<file path="config.mk">
export PLATFORM = sky130hd
export DESIGN_NAME = count_monitor_flat
export DESIGN_NICKNAME = d
export VERILOG_FILES = /design/src/rtl/count_monitor_pkg.sv /design/src/rtl/count_monitor_if.sv /design/src/rtl/count_monitor_sat_counter.sv /design/src/rtl/count_monitor.sv /design/src/flat_wrapper.sv
export SDC_FILE = /design/constraint.sdc
export NUM_CORES = 1
export LEC_CHECK = 0
export CAP_MARGIN = 20
export CORE_ASPECT_RATIO = 1.4
export CORE_MARGIN = 1.5
export CORE_UTILIZATION = 46
export DETAILED_ROUTE_END_ITERATION = 16
export GPL_TIMING_DRIVEN = 0
export PLACE_DENSITY = 0.74
export SLEW_MARGIN = 5
export SYNTH_ARGS = -nofsm -noshare
export SYNTH_HDL_FRONTEND = slang
export SYNTH_SLANG_ARGS = --single-unit
</file>
<file path="constraint.sdc">
create_clock -name clk -period 2.8 [get_ports clk]
set_clock_uncertainty 0.1 [all_clocks]
set_input_delay 0.7 -clock clk [delete_from_list [all_inputs] [get_ports clk]]
set_output_delay 0.7 -clock clk [all_outputs]
set_load 0.05 [all_outputs]
</file>
<file path="src/rtl/count_monitor_pkg.sv">
// count_monitor_pkg: shared state encoding and counter width for count_monitor.
package count_monitor_pkg;
  typedef enum logic [1:0] {IDLE, ACQ, LOCK} state_t;
  localparam int CNT_W = 8;
endpackage

</file>
<file path="src/rtl/count_monitor_if.sv">
// count_monitor_if: sample stream in, lock/error status out; err_clr/err_sticky exist only with COUNT_MONITOR_STICKY_ERR_EN.
interface count_monitor_if
  import count_monitor_pkg::*;
#(
  parameter int W = 4
);
  logic [W-1:0] count_in;
  logic count_valid;
  logic locked;
  logic err;
  logic wrap;
  logic [CNT_W-1:0] wrap_cnt;
  logic [CNT_W-1:0] err_cnt;
`ifdef COUNT_MONITOR_STICKY_ERR_EN
  logic err_clr;
  logic err_sticky;
  modport master (output count_in, count_valid, err_clr, input locked, err, wrap, wrap_cnt, err_cnt, err_sticky);
  modport slave (input count_in, count_valid, err_clr, output locked, err, wrap, wrap_cnt, err_cnt, err_sticky);
`else
  modport master (output count_in, count_valid, input locked, err, wrap, wrap_cnt, err_cnt);
  modport slave (input count_in, count_valid, output locked, err, wrap, wrap_cnt, err_cnt);
`endif
endinterface

</file>
<file path="src/rtl/count_monitor_sat_counter.sv">
// sat_counter: incrementer that sticks at all-ones, with synchronous clear.
module sat_counter #(
  parameter int W = 8
) (
  input  logic         clk,
  input  logic         clr,
  input  logic         inc,
  output logic [W-1:0] cnt
);
  always_ff @(posedge clk)
    cnt <= clr ? '0 : (inc && cnt != '1) ? cnt + 1'b1 : cnt;
endmodule

</file>
<file path="src/rtl/count_monitor.sv">
// count_monitor: checks a mod-MOD counter stream, locks after LOCK_LEN good steps, flags errors and wraps.
// Optional COUNT_MONITOR_STICKY_ERR_EN adds err_clr/err_sticky.
module count_monitor
  import count_monitor_pkg::*;
#(
  parameter int MOD = 4,
  parameter int W = 4,
  parameter int LOCK_LEN = 2
) (
  input logic clk,
  input logic rst,
  count_monitor_if.slave bus
);
  localparam logic [W-1:0] LAST = W'(MOD - 1);
  localparam logic [2:0] LL = 3'(LOCK_LEN);
  state_t state, nxt;
  logic [W-1:0] prev, exp_v;
  logic [2:0] run, run_n, run_inc;
  logic in_rng, match, err_n, wrap_n;
  always_comb begin
    in_rng = bus.count_in <= LAST;
    exp_v = (prev == LAST) ? '0 : prev + 1'b1;
    match = in_rng && bus.count_in == exp_v;
    run_inc = run + 3'd1;
    nxt = !bus.count_valid ? state :
          !in_rng ? IDLE :
          (!match || state == IDLE) ? ACQ :
          (state == LOCK || run_inc == LL) ? LOCK : ACQ;
    run_n = !bus.count_valid ? run : (match && state == ACQ) ? run_inc : '0;
    err_n = bus.count_valid && state == LOCK && !match;
    wrap_n = bus.count_valid && state == LOCK && match && prev == LAST;
  end
  always_ff @(posedge clk)
    if (rst) begin
      state <= IDLE;
      prev <= '0;
      run <= '0;
      bus.locked <= 1'b0;
      bus.err <= 1'b0;
      bus.wrap <= 1'b0;
      bus.wrap_cnt <= '0;
    end else begin
      state <= nxt;
      prev <= bus.count_valid ? bus.count_in : prev;
      run <= run_n;
      bus.locked <= nxt == LOCK;
      bus.err <= err_n;
      bus.wrap <= wrap_n;
      bus.wrap_cnt <= bus.wrap_cnt + CNT_W'(wrap_n);
    end
  sat_counter #(.W(CNT_W)) u_err_cnt (.clk(clk), .clr(rst), .inc(err_n), .cnt(bus.err_cnt));
`ifdef COUNT_MONITOR_STICKY_ERR_EN
  // a new error outranks a simultaneous clear
  always_ff @(posedge clk)
    bus.err_sticky <= rst ? 1'b0 : err_n ? 1'b1 : bus.err_clr ? 1'b0 : bus.err_sticky;
`endif
endmodule

</file>
<file path="src/flat_wrapper.sv">
// flat-port wrapper written by rule: the top's interface ports become plain ports
module count_monitor_flat import count_monitor_pkg::*;
#(
  parameter int MOD = 4,
  parameter int W = 4,
  parameter int LOCK_LEN = 2
)
  (clk, rst, bus_count_in, bus_count_valid, bus_locked, bus_err, bus_wrap, bus_wrap_cnt, bus_err_cnt);
  count_monitor_if #(.W(W)) bus_i ();
  input logic clk;
  input logic rst;
  input wire logic [$bits(bus_i.count_in)-1:0] bus_count_in;
  input wire logic [$bits(bus_i.count_valid)-1:0] bus_count_valid;
  output wire logic [$bits(bus_i.locked)-1:0] bus_locked;
  output wire logic [$bits(bus_i.err)-1:0] bus_err;
  output wire logic [$bits(bus_i.wrap)-1:0] bus_wrap;
  output wire logic [$bits(bus_i.wrap_cnt)-1:0] bus_wrap_cnt;
  output wire logic [$bits(bus_i.err_cnt)-1:0] bus_err_cnt;
  assign bus_i.count_in = bus_count_in;
  assign bus_i.count_valid = bus_count_valid;
  assign bus_locked = bus_i.locked;
  assign bus_err = bus_i.err;
  assign bus_wrap = bus_i.wrap;
  assign bus_wrap_cnt = bus_i.wrap_cnt;
  assign bus_err_cnt = bus_i.err_cnt;
  count_monitor #(.MOD(MOD), .W(W), .LOCK_LEN(LOCK_LEN)) u_core (.clk(clk), .rst(rst), .bus(bus_i));
endmodule
</file>
==> results of run 1 <==
==> routing by layer <==
layer / wire [µm] / share of wire (%)
met1: 1260 / 43
met2: 1590 / 54
met3: 61 / 2.1
met4: 25 / 0.85
met5: 0 / 0
==> stage by stage <==
step / total power [W] / worst slack, ns / instance area (µm²) / hold WS (ns) / instances
4_1_cts: 0.000781 / 0.00985 / 1820 / 0.405 / 218
3_3_place_gp: 0.000466 / -0.620 / 1700 / 0.377 / 210
5_1_grt: 0.000807 / 0.0108 / 1860 / 0.450 / 220
2_1_floorplan: 0.000447 / 0.0352 / 1410 / 0.363 / 148
6_report: 0.000778 / 0.103 / 1860 / 0.397 / 220
3_5_place_dp: 0.000468 / -0.677 / 1700 / 0.389 / 210
==> final timing paths <==
kind	startpoint	to	slack, ns	cells after the start
max	bus_count_in[1]	u_core.bus.wrap_cnt[5]	0.10	11
min	u_core.run[1]	u_core.run[1]	0.40	2
max reg2reg	u_core.prev[1]	u_core.bus.wrap_cnt[5]	0.16	11
min reg2reg	u_core.run[1]	u_core.run[1]	0.40	2
==> cell usage after synthesis <==
cell and instances:
dfxtp_1 28, nor2_1 20, nor2b_1 11, nand3_1 9
nand2b_1 8, mux2i_1 7, a21oi_1 6, ha_1 6
xor2_1 6, and3_1 4, xnor2_1 4, and2b_2 3
clkbuf_1 3, mux2_2 3, nand2_1 3, or3_1 3
mux2_4 2, nand4b_1 2, nor3_1 2, o21ai_0 2
a2111oi_2 1, a211oi_4 1, a31oi_1 1, and2_1 1
and4_1 1, and4bb_1 1, buf_1 1, buf_6 1
inv_1 1, nor3b_1 1, nor4b_1 1, o211ai_1 1
o21ai_1 1, or3_4 1, or4_4 1, or4b_1 1
==> area by class of cell <==
| cell class | count | area, µm² | area share (%) |
|---|---|---|---|
| Timing Repair Buffer | 31 | 294 | 15.8 |
| Sequential cell | 28 | 563 | 30.3 |
| Multi-Input combinational cell | 114 | 856 | 46.0 |
| Clock buffer | 3 | 41.3 | 2.22 |
| Buffer | 5 | 26.3 | 1.41 |
| Inverter | 1 | 3.75 | 0.202 |
| Tap cell | 37 | 46.3 | 2.49 |
| Clock inverter | 1 | 30.0 | 1.61 |
==> power by group through the flow <==
stage	Sequential, W	Clock, W	Combinational, W
floorplan	0.000414	0	0.0000333
global placement	0.000415	0	0.0000509
global route	0.000406	0.000338	0.0000620
finish	0.000406	0.000315	0.0000563
CTS	0.000406	0.000321	0.0000546
detailed placement	0.000415	0	0.0000526
==> cells by family (layout without fill, tap and decap cells) <==
logic type / Yosys count / count (layout) / synth area share (%)
xor+xnor: 10 / 10 / 6.23
flops: 28 / 28 / 39.9
mux: 12 / 12 / 9.53
compound gates: 13 / 13 / 6.68
fa+ha+maj: 6 / 6 / 5.34
buf+inv: 6 / 41 / 2.14
simple gates: 73 / 73 / 30.2
==> registers in the layout (all words and copies together) (netlist names) <==
register / flops
u_core.bus.wrap_cnt: 8
u_core.u_err_cnt.cnt: 8
u_core.prev: 4
u_core.run: 3
u_core.state: 2
u_core.bus.err: 1
u_core.bus.locked: 1
u_core.bus.wrap: 1
==> repair_timing <==
item / in CTS / in global routing
setup buffers: 4 / 2
gates resized for setup: 8 / 6
endpoints found under the setup margin: 8 / 7
pin swaps: 3 / 2
gates cloned: 0 / 0
==> critical path, delay by kind of cell <==
kind,cells,cell delay (ns)
buf+inv,2,0.40
compound gates,1,0.21
xor+xnor,2,0.33
simple gates,5,0.98
fa+ha+maj,1,0.14
==> out/results.tsv, run 1 <==
stage	metric	value	unit
critical_path	critical path's slowest cell	or4_4	
power_and_ir_drop	Cell Pwr Density	418	mW/mm²
finish	commonest cells after routing, fill and taps aside	dfxtp_1 (26), clkdlybuf4s50_1 (21), nor2_1 (20), nor2b_1 (11), nand3_1 (9)	
sta	actual slew at the worst max-slew pin	0.562	ns
min_path	Hold WC Path Type	flip-flop to flip-flop	
clocking	Root Driver	clkbuf_8	
finish	Area Overhead vs Synth	32.4	%
floorplanning	Die X	49.7	µm
route	WL/cell	13.4	µm
route	drt first pass iters	4	
logic_synthesis	Synth Instances	148	
power_and_ir_drop	part of the power in registers	52.2	%
finish	commonest non-fill, non-tap cell in the layout	dfxtp_1	
logic_synthesis	Yosys reg bits	28	
sta	Setup TNS	0	ns
global_routing	global-route wire length before repair	4980	µm
floorplanning	Die ar.	0.00340	mm²
route	DR iter-0 viols	14	
sta	fin crit period	2.70	ns
floorplanning	Ports	26	
critical_path	CP Class	input pin to flip-flop	
clocking	clock sink total	28	
route	DRC viols	0	
route	vias per cell	5.26	
logic_synthesis	Synth cell types	36	
route	Routed Antenna Nets	0	
critical_path	worst stage delay on the critical path	0.44	ns
critical_path	Max Fanout on Critical Path	3	
sta	fmax	371	MHz
logic_synthesis	share of the synthesized area in the top cell type	39.9	%
logic_synthesis	Mapped Nets	161	
clocking	Clock transition at path regs	0.10	ns
logic_synthesis	dominant cells by area after synthesis	dfxtp_1 (40%), ha_1 (5.3%), nor2_1 (5.3%)	
floorplanning	Core Box Area	0.00288	mm²
clocking	Clk Latency, worst-skew pair	0.27	ns
logic_synthesis	area leader, netlist	dfxtp_1	
finish	layout cells sized above 1	16.9	%
sta	# setup viols final	0	
global_routing	number of global-route vias before repair	1152	
global_routing	busiest grt layer	met2	
sta	Slew HR	62.5	%
clocking	hold buffer count at CTS	0	
clocking	CTS H-Tree Depth	1	
critical_path	Worst EP required	2.86	ns
finish	fin nets	197	
place	routability cong.	0.804	
power_and_ir_drop	Peak supply drop	0.273	mV
place	DP HPWL	2080	µm
flow_run	Max Cap Viol	0	
critical_path	CP endpoint kind	flip-flop	
sta	crit share post-route	96.3	%
global_routing	met1 Track Usage GR	22.0	%
logic_synthesis	register area share after synthesis	39.9	%
power_and_ir_drop	internal power	0.000620	W
global_routing	Overall Global Routing Usage	18.8	%
global_routing	initial antenna violation count	0	
clocking	TritonCTS Buffers	3	
power_and_ir_drop	combinational power share	7.2	%
global_routing	met3 GRT Util	2.18	%
route	Total Wirelength	2940	µm
place	port bufs	25	
clocking	Clock Path Buffers	2	
sta	Final Max Tran Viols	0	
logic_synthesis	yosys warns	0	
logic_synthesis	synthesized cell area	0.00141	mm²
finish	final core occ	64.7	%
clocking	CTS tree	done	
global_routing	gr ovfl total	0	
power_and_ir_drop	Sw Pwr	0.000158	W
global_routing	largest net degree at the start of global routing	17	
floorplanning	Die Span Y	68.4	µm
critical_path	CP Data Arrival Time	2.75	ns
sta	RSZ-0062 raised after global routing	no	
finish	# diodes	0	
critical_path	crit-path cells	dlygate4sd2_1 > xor2_1 > or4_4 > a211oi_4 > buf_6 > and3_4 > ha_4 > and3_4 > nand3_1 > xor2_1 > nor2_1	
run_status	outcome	complete, no violations	
route	vias post-DR	1158	
power_and_ir_drop	Clock Power Share	40.6	%
finish	fill count	244	
power_and_ir_drop	Switching Share	20.3	%
sta	Fin. Hold Viols	0	
floorplanning	initial core utilization	48.8	%
logic_synthesis	Syn Area/Cell	9.49	µm²
critical_path	CP startpoint kind	input pin	
power_and_ir_drop	Pleak	0.715	nW
global_routing	met2 usage	34.5	%
floorplanning	# rows	23	
Note: power is estimated with default switching activity, not from simulation.
==> run 2: changes to the inputs <==
--- a/config.mk
+++ b/config.mk
@@ -5,13 +5,13 @@
 export SDC_FILE = /design/constraint.sdc
 export NUM_CORES = 1
 export LEC_CHECK = 0
-export CAP_MARGIN = 20
 export CORE_ASPECT_RATIO = 1.4
 export CORE_MARGIN = 1.5
 export CORE_UTILIZATION = 46
 export DETAILED_ROUTE_END_ITERATION = 16
 export GPL_TIMING_DRIVEN = 0
 export PLACE_DENSITY = 0.74
+export SETUP_SLACK_MARGIN = 0.5
 export SLEW_MARGIN = 5
 export SYNTH_ARGS = -nofsm -noshare
 export SYNTH_HDL_FRONTEND = slang
==> run 2 against run 1 <==
Sequential share of layout area decreased by 2.0 points. Worst hold slack better by 0.019 ns. Clock power is essentially flat. Critical endpoint is now u_core.bus.wrap_cnt[3]. Sequential cell count stayed put. Largest power group unchanged.
==> out/results.tsv, run 2 (synthesis results as in run 1) <==
stage	metric	value	unit	change
floorplanning	Ports	26		unchanged
global_routing	largest net degree at the start of global routing	17		unchanged
clocking	Clk Latency, worst-skew pair	0.27	ns	about the same
finish	# diodes	0		unchanged
place	routability cong.	0.789		was 0.804
sta	Slew HR	63.3	%	was 62.5%
finish	layout cells sized above 1	26.6	%	was 16.9%
run_status	outcome	complete, no violations		unchanged
critical_path	crit-path cells	clkdlybuf4s15_2 > or4_4 > a211oi_4 > buf_6 > and3_4 > ha_4 > and3_4 > buf_4 > xnor2_2 > nor2_1		was dlygate4sd2_1 > xor2_1 > or4_4 > a211oi_4 > buf_6 > and3_4 > ha_4 > and3_4 > nand3_1 > xor2_1 > nor2_1
critical_path	CP Class	input pin to flip-flop		unchanged
place	port bufs	25		unchanged
finish	Final Instance Area	0.00200	mm²	was 0.00186 mm²
finish	Post-Layout Cell Count	225		was 220
clocking	clock sink total	28		unchanged
route	WL/cell	14.3	µm	was 13.4 µm
global_routing	global-route wire length before repair	5030	µm	was 4980 µm
finish	area used by multi-input combinational logic	948	µm²	was 856 µm²
route	vias post-DR	1191		was 1158
global_routing	Overall Global Routing Usage	19.3	%	was 18.8%
place	placed cell area	0.00173	mm²	was 0.00170 mm²
power_and_ir_drop	Peak supply drop	0.390	mV	was 0.273 mV
min_path	Hold WC Path Type	flip-flop to flip-flop		unchanged
sta	# setup viols final	0		unchanged
critical_path	worst r2r path cells	11		unchanged
critical_path	most numerous cell on the critical path	and3_4		
power_and_ir_drop	combinational power share	8.8	%	was 7.2%
sta	Final Max Tran Viols	0		unchanged
power_and_ir_drop	Cell Pwr Density	396	mW/mm²	was 418 mW/mm²
route	vias per cell	5.29		was 5.26
critical_path	CP Data Arrival Time	2.72	ns	was 2.75 ns
floorplanning	Core Box Area	0.00288	mm²	unchanged
min_path	Hold Crit Depth	2		unchanged
route	drt first pass iters	4		unchanged
critical_path	CP endpoint kind	flip-flop		unchanged
route	DRC viols	0		unchanged
floorplanning	Die X	49.7	µm	unchanged
floorplanning	Die Span Y	68.4	µm	unchanged
sta	fin crit period	2.67	ns	was 2.70 ns
power_and_ir_drop	part of the power in registers	51.5	%	was 52.2%
sta	Setup TNS	0	ns	unchanged
clocking	Clock transition at path regs	0.09	ns	was 0.10 ns
power_and_ir_drop	Pleak	0.927	nW	was 0.715 nW
sta	setup ws final	0.131	ns	was 0.103 ns
finish	Register Area	563	µm²	unchanged
critical_path	worst stage delay on the critical path	0.56	ns	was 0.44 ns
power_and_ir_drop	Sw Pwr	0.000163	W	was 0.000158 W
sta	actual slew at the worst max-slew pin	0.550	ns	was 0.562 ns
critical_path	critical path's slowest cell	or4_4		unchanged
finish	fill count	223		was 244
clocking	Clock Path Buffers	2		unchanged
power_and_ir_drop	Switching Share	20.6	%	was 20.3%
sta	crit share post-route	95.3	%	was 96.3%
global_routing	initial antenna violation count	0		unchanged
place	dpl ws	-0.618	ns	was -0.677 ns
floorplanning	# rows	23		unchanged
power_and_ir_drop	internal power	0.000627	W	was 0.000620 W
finish	fin nets	202		was 197
clocking	Root Driver	clkbuf_8		unchanged
route	Routed Antenna Nets	0		unchanged
power_and_ir_drop	Clock Power Share	39.8	%	was 40.6%
finish	Area Overhead vs Synth	42.0	%	was 32.4%
global_routing	gr ovfl total	0		unchanged
global_routing	number of global-route vias before repair	1169		was 1152
place	DP HPWL	2170	µm	was 2080 µm
clocking	CTS H-Tree Depth	1		unchanged
sta	Fin. Hold Viols	0		unchanged
critical_path	CP startpoint kind	input pin		unchanged
critical_path	Max Fanout on Critical Path	4		was 3
power_and_ir_drop	Pwr Total	0.000790	W	was 0.000778 W
finish	commonest cells after routing, fill and taps aside	dfxtp_1 (26), nor2_1 (19), nor2b_1 (9), buf_4 (9)		was dfxtp_1 (26), clkdlybuf4s50_1 (21), nor2_1 (20), nor2b_1 (11), nand3_1 (9)
floorplanning	initial core utilization	48.8	%	unchanged
sta	RSZ-0062 raised after global routing	yes		was no
floorplanning	Die ar.	0.00340	mm²	unchanged
route	Total Wirelength	3220	µm	was 2940 µm
finish	commonest non-fill, non-tap cell in the layout	dfxtp_1		unchanged
flow_run	Max Cap Viol	0		unchanged
sta	fmax	375	MHz	was 371 MHz
route	DR iter-0 viols	17		was 14
finish	biggest regs	u_core.bus.wrap_cnt: 8 flops, u_core.u_err_cnt.cnt: 8 flops, u_core.prev: 4 flops		unchanged
place	dpl cells	210		unchanged
clocking	TritonCTS Buffers	3		unchanged
critical_path	Worst EP required	2.85	ns	was 2.86 ns
clocking	CTS tree	done		unchanged
[run 2: routing by layer]
layer | wire [µm] | GRT usage, %
met5 | 0 | 0
met4 | 35 | 8.33
met3 | 68 | 2.18
met2 | 1770 | 37.5
met1 | 1340 | 20.8
[run 2: final cells by class]
cell class,count,area share (%)
Multi-Input combinational cell,114,47.5
Sequential cell,28,28.2
Inverter,1,0.188
Buffer,5,1.32
Tap cell,37,2.32
Clock inverter,1,1.50
Timing Repair Buffer,36,16.9
Clock buffer,3,2.07
[run 2: power by group through the flow]
stage	clock [W]	combinational [W]	sequential [W]
after global placement	0	0.0000515	0.000415
after floorplan	0	0.0000334	0.000414
after CTS	0.000320	0.0000580	0.000406
final	0.000314	0.0000691	0.000406
after global routing	0.000336	0.0000747	0.000407
after detailed placement	0	0.0000530	0.000415
[run 2: worst max-delay path: cells and delay by family]
kind	cells	cell delay, ns
AND/OR/NAND/NOR	4	1.02
XOR/XNOR	1	0.10
adder cells (fa/ha/maj)	1	0.15
buffers and inverters	3	0.48
AO/OA/AOI/OAI	1	0.25
[run 2: final timing paths]
path / start / end / slack, ns
max: bus_count_in[3] / u_core.bus.wrap_cnt[3] / 0.13
min: u_core.run[1] / u_core.run[1] / 0.42
min reg2reg: u_core.run[1] / u_core.run[1] / 0.42
max reg2reg: u_core.prev[1] / u_core.bus.wrap_cnt[3] / 0.13
[run 2: repair_timing]
item                                    in CTS  in global routing
hold buffers                                 0                  0
cloned                                       0                  1
pin swaps                                    7                  5
endpoints found under the setup margin      30                 24
buffers inserted                             6                  4
gates resized for setup                     25                 23
[run 2: stage by stage]
stage / util, % / hold WS, ns
after floorplan: - / 0.363
after global placement: 60.1 / 0.380
after detailed placement: 60.1 / 0.401
after CTS: 65.0 / 0.415
after global routing: 69.3 / 0.438
final: 69.3 / 0.416
==> run 3: changes to the inputs <==
--- a/config.mk
+++ b/config.mk
@@ -5,6 +5,7 @@
 export SDC_FILE = /design/constraint.sdc
 export NUM_CORES = 1
 export LEC_CHECK = 0
+export CAP_MARGIN = 20
 export CORE_ASPECT_RATIO = 1.4
 export CORE_MARGIN = 1.5
 export CORE_UTILIZATION = 46
==> results of run 3 <==
Final layout, timing and power as in run 2 (identical DEF).
==> edit 1, RTL diff (flow settings as in run 1) <==
The package constant `CNT_W` goes from 8 to 6.
--- a/src/rtl/count_monitor_pkg.sv
+++ b/src/rtl/count_monitor_pkg.sv
@@ -2,5 +2,5 @@
 package count_monitor_pkg;
   typedef enum logic [1:0] {IDLE, ACQ, LOCK} state_t;
-  localparam int CNT_W = 8;
+  localparam int CNT_W = 6;
 endpackage
 
Ports: changed (resized bus_err_cnt and bus_wrap_cnt); port bits go from 26 to 22. No check against the original RTL was run, so the function may have changed too.
==> edit 1 against run 1 <==
  * Combinational power is 4.8% lower
  * Cell area fell by 22%
  * Setup slack better by 84 ps
  * Synthesized area is 16% lower
  * Largest power group unchanged
  * Critical endpoint is now u_core.bus.wrap_cnt[4]$_SDFF_PP0_
  * Wire length down 25%
  * Critical path type unchanged
  * Power shrank 30%
  * Sequential cell count decreased by 4
==> edit 1: results (changes against run 1) <==
stage,metric,value,unit,change
synth,synth_xor_area_frac,0.06695,,was 0.06233
global_routing,gr-usage-met1,0.2234,,was 0.2198
synth,synth_nets,136,,was 161
critical_path,path_max_fanout,5,,was 3
critical_path,r2r-start,u_core.prev[0]$_SDFFE_PP0P_,,was u_core.prev[1]$_SDFFE_PP0P_
layout,n_fill_cell,221,,was 244
synth,synth_area_leaders,"dfxtp_1, ha_1, nor2_1",,unchanged
synth,synth.avg_cell_area,9.572,um2,was 9.494 um2
sta,whs,401.2,ps,was 397.3 ps
route,drt_iter0_drc,10,,was 14
route,met2WireLength,1170,um,was 1593 um
clock_tree,post-cts-setup-buffer-count,0,,was 4
critical_path,rr_worst_depth,10,,was 11
place,port_buffers,21,,was 25
place,post_dp_cell_area,1430,um2,was 1702 um2
power_and_ir_drop,p_seq_frac,0.641,,was 0.522
power_and_ir_drop,p_int,0.0004200,W,was 0.0006199 W
global_routing,grt_max_degree,13,,was 17
worst_hold_path,hold_end,u_core.run[2]$_SDFFE_PP0P_,,was u_core.run[1]$_SDFFE_PP0P_
route,wl_per_cell,12.18,um,was 13.38 um
layout,drive_gt1_frac,0.09524,,was 0.1694
place,dpl.hpwl,1753,um,was 2083 um
synth,synth_cell_types,37,,was 36
power_and_ir_drop,powerDensity,373.7,nW/um2,was 417.9 nW/um2
critical_path,critPathArrivalTime,2710,ps,was 2750 ps
synth,synth_compound_area_frac,0.1392,,was 0.06679
outcome,status,completed,,unchanged
clock_tree,clk_transition_reported_paths,120,ps,was 100 ps
place,routabilityCongestion,0.7669,,was 0.8043
synth,synth_adder_area_share,0.06376,,was 0.05343
synth,yosysSeqAreaShare,0.4081,,was 0.3989
route,avgViaCountPerCell,5.232,,was 5.264
route,met3_length,74,um,was 61 um
global_routing,grt_use_met2,0.2975,,was 0.3450
global_routing,grt_usage,0.1784,,was 0.1881
global_routing,grt_pass1_vias,952,,"was 1,152"
synth,ys_top_cells_by_count,"dfxtp_1, nor2_1",,"was dfxtp_1, nor2_1, nor2b_1"
route,met1_length,941,um,was 1263 um
clock_tree,clk_latency,300,ps,was 270 ps
power_and_ir_drop,clkPwrFrac,0.261,,was 0.406
worst_hold_path,hold_path_startpoint,u_core.run[2]$_SDFFE_PP0P_,,was u_core.run[1]$_SDFFE_PP0P_
global_routing,grt_pass1_wl,3919,um,was 4981 um
synth,synthMuxAreaShare,0.05526,,was 0.09528
route,wl,2204,um,was 2944 um
power_and_ir_drop,max-vdd-ir-drop,0.3131,mV,was 0.2730 mV
place,place_inst,178,,was 210
critical_path,reg2reg_slack,330,ps,was 160 ps
critical_path,cp_slowest_cell,clkdlybuf4s50_1,,was or4_4
clock_tree,root_buffer,clkbuf_4,,was clkbuf_8
power_and_ir_drop,leakage,0.5229,nW,was 0.7154 nW
global_routing,gr-usage-met3,0.02312,,was 0.02183
[edit 1: timing repair]
| item | CTS | global route |
|---|---|---|
| endpoints found under the hold margin | 0 | 0 |
| setup endpoints to repair | 0 | 2 |
| gates resized for setup | 0 | 1 |
[edit 1: kinds of logic (layout without fill, tap and decap cells)]
kind of cell / count (synthesis) / after routing
and+or+nand+nor: 52 / 52
muxes: 6 / 6
adders and majority gates: 6 / 6
xor gates and xnor gates: 9 / 9
buffers and inverters: 8 / 32
DFF: 24 / 24
AOI/OAI and AO/OA: 18 / 18
[edit 1: final cells by class]
cell class	count	area [um2]	share of cell area
Tap cell	34	42.54	0.02913
Buffer	3	11.26	0.007712
Timing Repair Buffer	21	210.2	0.1440
Clock buffer	3	22.52	0.01542
Sequential cell	24	480.5	0.3290
Multi-Input combinational cell	91	674.4	0.4619
Inverter	5	18.77	0.01285
[edit 1: worst max path at each step]
stage / startpoint / endpoint / slack (ps) / cells after the start
4_1_cts: bus_count_in[1] / u_core.bus.wrap_cnt[4]$_SDFF_PP0_ / 50 / 10
5_1_grt: bus_count_in[3] / u_core.bus.wrap_cnt[4]$_SDFF_PP0_ / 20 / 9
3_5_place_dp: bus_count_in[1] / u_core.bus.wrap_cnt[4]$_SDFF_PP0_ / -280 / 10
2_1_floorplan: bus_count_in[1] / u_core.bus.wrap_cnt[4]$_SDFF_PP0_ / 400 / 9
6_report: bus_count_in[3] / u_core.bus.wrap_cnt[4]$_SDFF_PP0_ / 190 / 10
3_3_place_gp: bus_count_in[1] / u_core.bus.wrap_cnt[4]$_SDFF_PP0_ / -210 / 10
[edit 1: critical path: cells and delay by family]
kind,cells,cell delay [ps]
buffers and inverters,1,510
AND/OR/NAND/NOR,4,480
adder cells (fa/ha/maj),2,410
XOR/XNOR,3,610
==> edit 2, RTL diff (settings of run 1) <==
Without the edit above. Re-encode `state_t` (3 states) as one-hot, 3 bits wide.
--- a/src/rtl/count_monitor_pkg.sv
+++ b/src/rtl/count_monitor_pkg.sv
@@ -1,5 +1,5 @@
 // count_monitor_pkg: shared state encoding and counter width for count_monitor.
 package count_monitor_pkg;
-  typedef enum logic [1:0] {IDLE, ACQ, LOCK} state_t;
+  typedef enum logic [2:0] {IDLE = 3'b001, ACQ = 3'b010, LOCK = 3'b100} state_t;
   localparam int CNT_W = 8;
 endpackage
Formal check against the unedited RTL: no difference found for any inputs over 10 cycles, from zero or initial values and one cycle with rst high; not proved beyond that.
==> edit 2 against run 1 <==
  * Synthesized area is 0.80% lower
  * Critical path type unchanged
  * Global-route usage up 1.9 points
  * Setup slack improved by 73 ps
  * Worst hold slack about the same
  * Critical path depth did not move
  * Sequential cell count grew 1
  * Power increased by 3.9%
  * Cell area decreased by 1.4%
  * Non-clock buffer count is 2 lower
  * Largest cell class unchanged
  * Wire length rose by 3.0%
==> edit 2: results (changes against run 1) <==
stage,metric,value,unit,change
route,drt_iter0_drc,46,,was 14
place,routabilityCongestion,0.8368,,was 0.8043
critical_path,cp_slowest_cell,clkdlybuf4s50_1,,was or4_4
global_routing,grt_usage,0.2066,,was 0.1881
sta,whs,397.2,ps,was 397.3 ps
critical_path,critPathArrivalTime,2670,ps,was 2750 ps
global_routing,grt_pass1_vias,1211,,"was 1,152"
synth,synth_nets,173,,was 161
power_and_ir_drop,max-vdd-ir-drop,0.4367,mV,was 0.2730 mV
route,wl_per_cell,13.07,um,was 13.38 um
route,routed-via-count,1250,,"was 1,158"
route,met3_length,132,um,was 61 um
global_routing,gr-usage-met1,0.2209,,was 0.2198
route,met2WireLength,1590,um,was 1593 um
global_routing,grt_max_degree,11,,was 17
outcome,status,completed,,unchanged
power_and_ir_drop,leakage,0.7095,nW,was 0.7154 nW
power_and_ir_drop,switching_share,0.2176,,was 0.2028
power_and_ir_drop,power_clock,0.000338,W,was 0.000315 W
clock_tree,clk_transition_reported_paths,60,ps,was 100 ps
sta,tightest_slew,517.3,ps,was 562.3 ps
clock_tree,cts_buffers,5,,was 3
synth,synth_area_leaders,"dfxtp_1, nor2_1, ha_1",,"was dfxtp_1, ha_1, nor2_1"
layout,nets,208,,was 197
global_routing,gr-usage-met3,0.06114,,was 0.02183
critical_path,reg2reg_slack,330,ps,was 160 ps
edit 2: final cells by class:
| type | count | area [um2] |
|---|---|---|
| fill | 246 | 1044 |
| multi-input combinational | 119 | 798.3 |
| sequential | 29 | 580.6 |
| timing repair buffer | 29 | 280.3 |
| clock buffer | 7 | 86.33 |
| tap | 37 | 46.29 |
| inverter | 6 | 22.52 |
| buffer | 5 | 20.02 |
edit 2: path summary, 6_finish.rpt:
path | start | to | cells after the start
max | bus_count_in[2] | u_core.bus.wrap_cnt[5]$_SDFF_PP0_ | 11
max reg2reg | u_core.prev[0]$_SDFFE_PP0P_ | u_core.bus.wrap_cnt[5]$_SDFF_PP0_ | 11
min reg2reg | u_core.run[2]$_SDFFE_PP0P_ | u_core.run[2]$_SDFFE_PP0P_ | 2
min | u_core.run[2]$_SDFFE_PP0P_ | u_core.run[2]$_SDFFE_PP0P_ | 2
edit 2: cells by family (layout without fill, tap and decap cells):
family / after synthesis / in the layout / share of synthesized area
compound gates: 19 / 19 / 0.09426
xor+xnor: 10 / 10 / 0.06283
fa+ha+maj: 6 / 6 / 0.05386
buf+inv: 12 / 47 / 0.03320
flops: 29 / 29 / 0.4165
mux: 9 / 9 / 0.06822
simple gates: 75 / 75 / 0.2711
edit 2: metrics by stage:
step	area, um2	power [W]	setup TNS [ps]	setup slack, ps	std cells
6_report	1834	0.0008082	0	176.1	232
5_1_grt	1834	0.0008466	0	12.84	232
4_1_cts	1831	0.0008209	0	25.96	233
3_5_place_dp	1690	0.0004782	-4320	-823.6	222
3_3_place_gp	1690	0.0004761	-3247	-660.2	222
2_1_floorplan	1394	0.0004590	0	20.52	160
edit 2: repair_timing:
item                       CTS  global route
setup endpoints to repair    8             2
hold buffers                 0             0
pin swaps                    4             4
cloned                       0             0
gates resized for setup      7             3
setup buffers                4             0
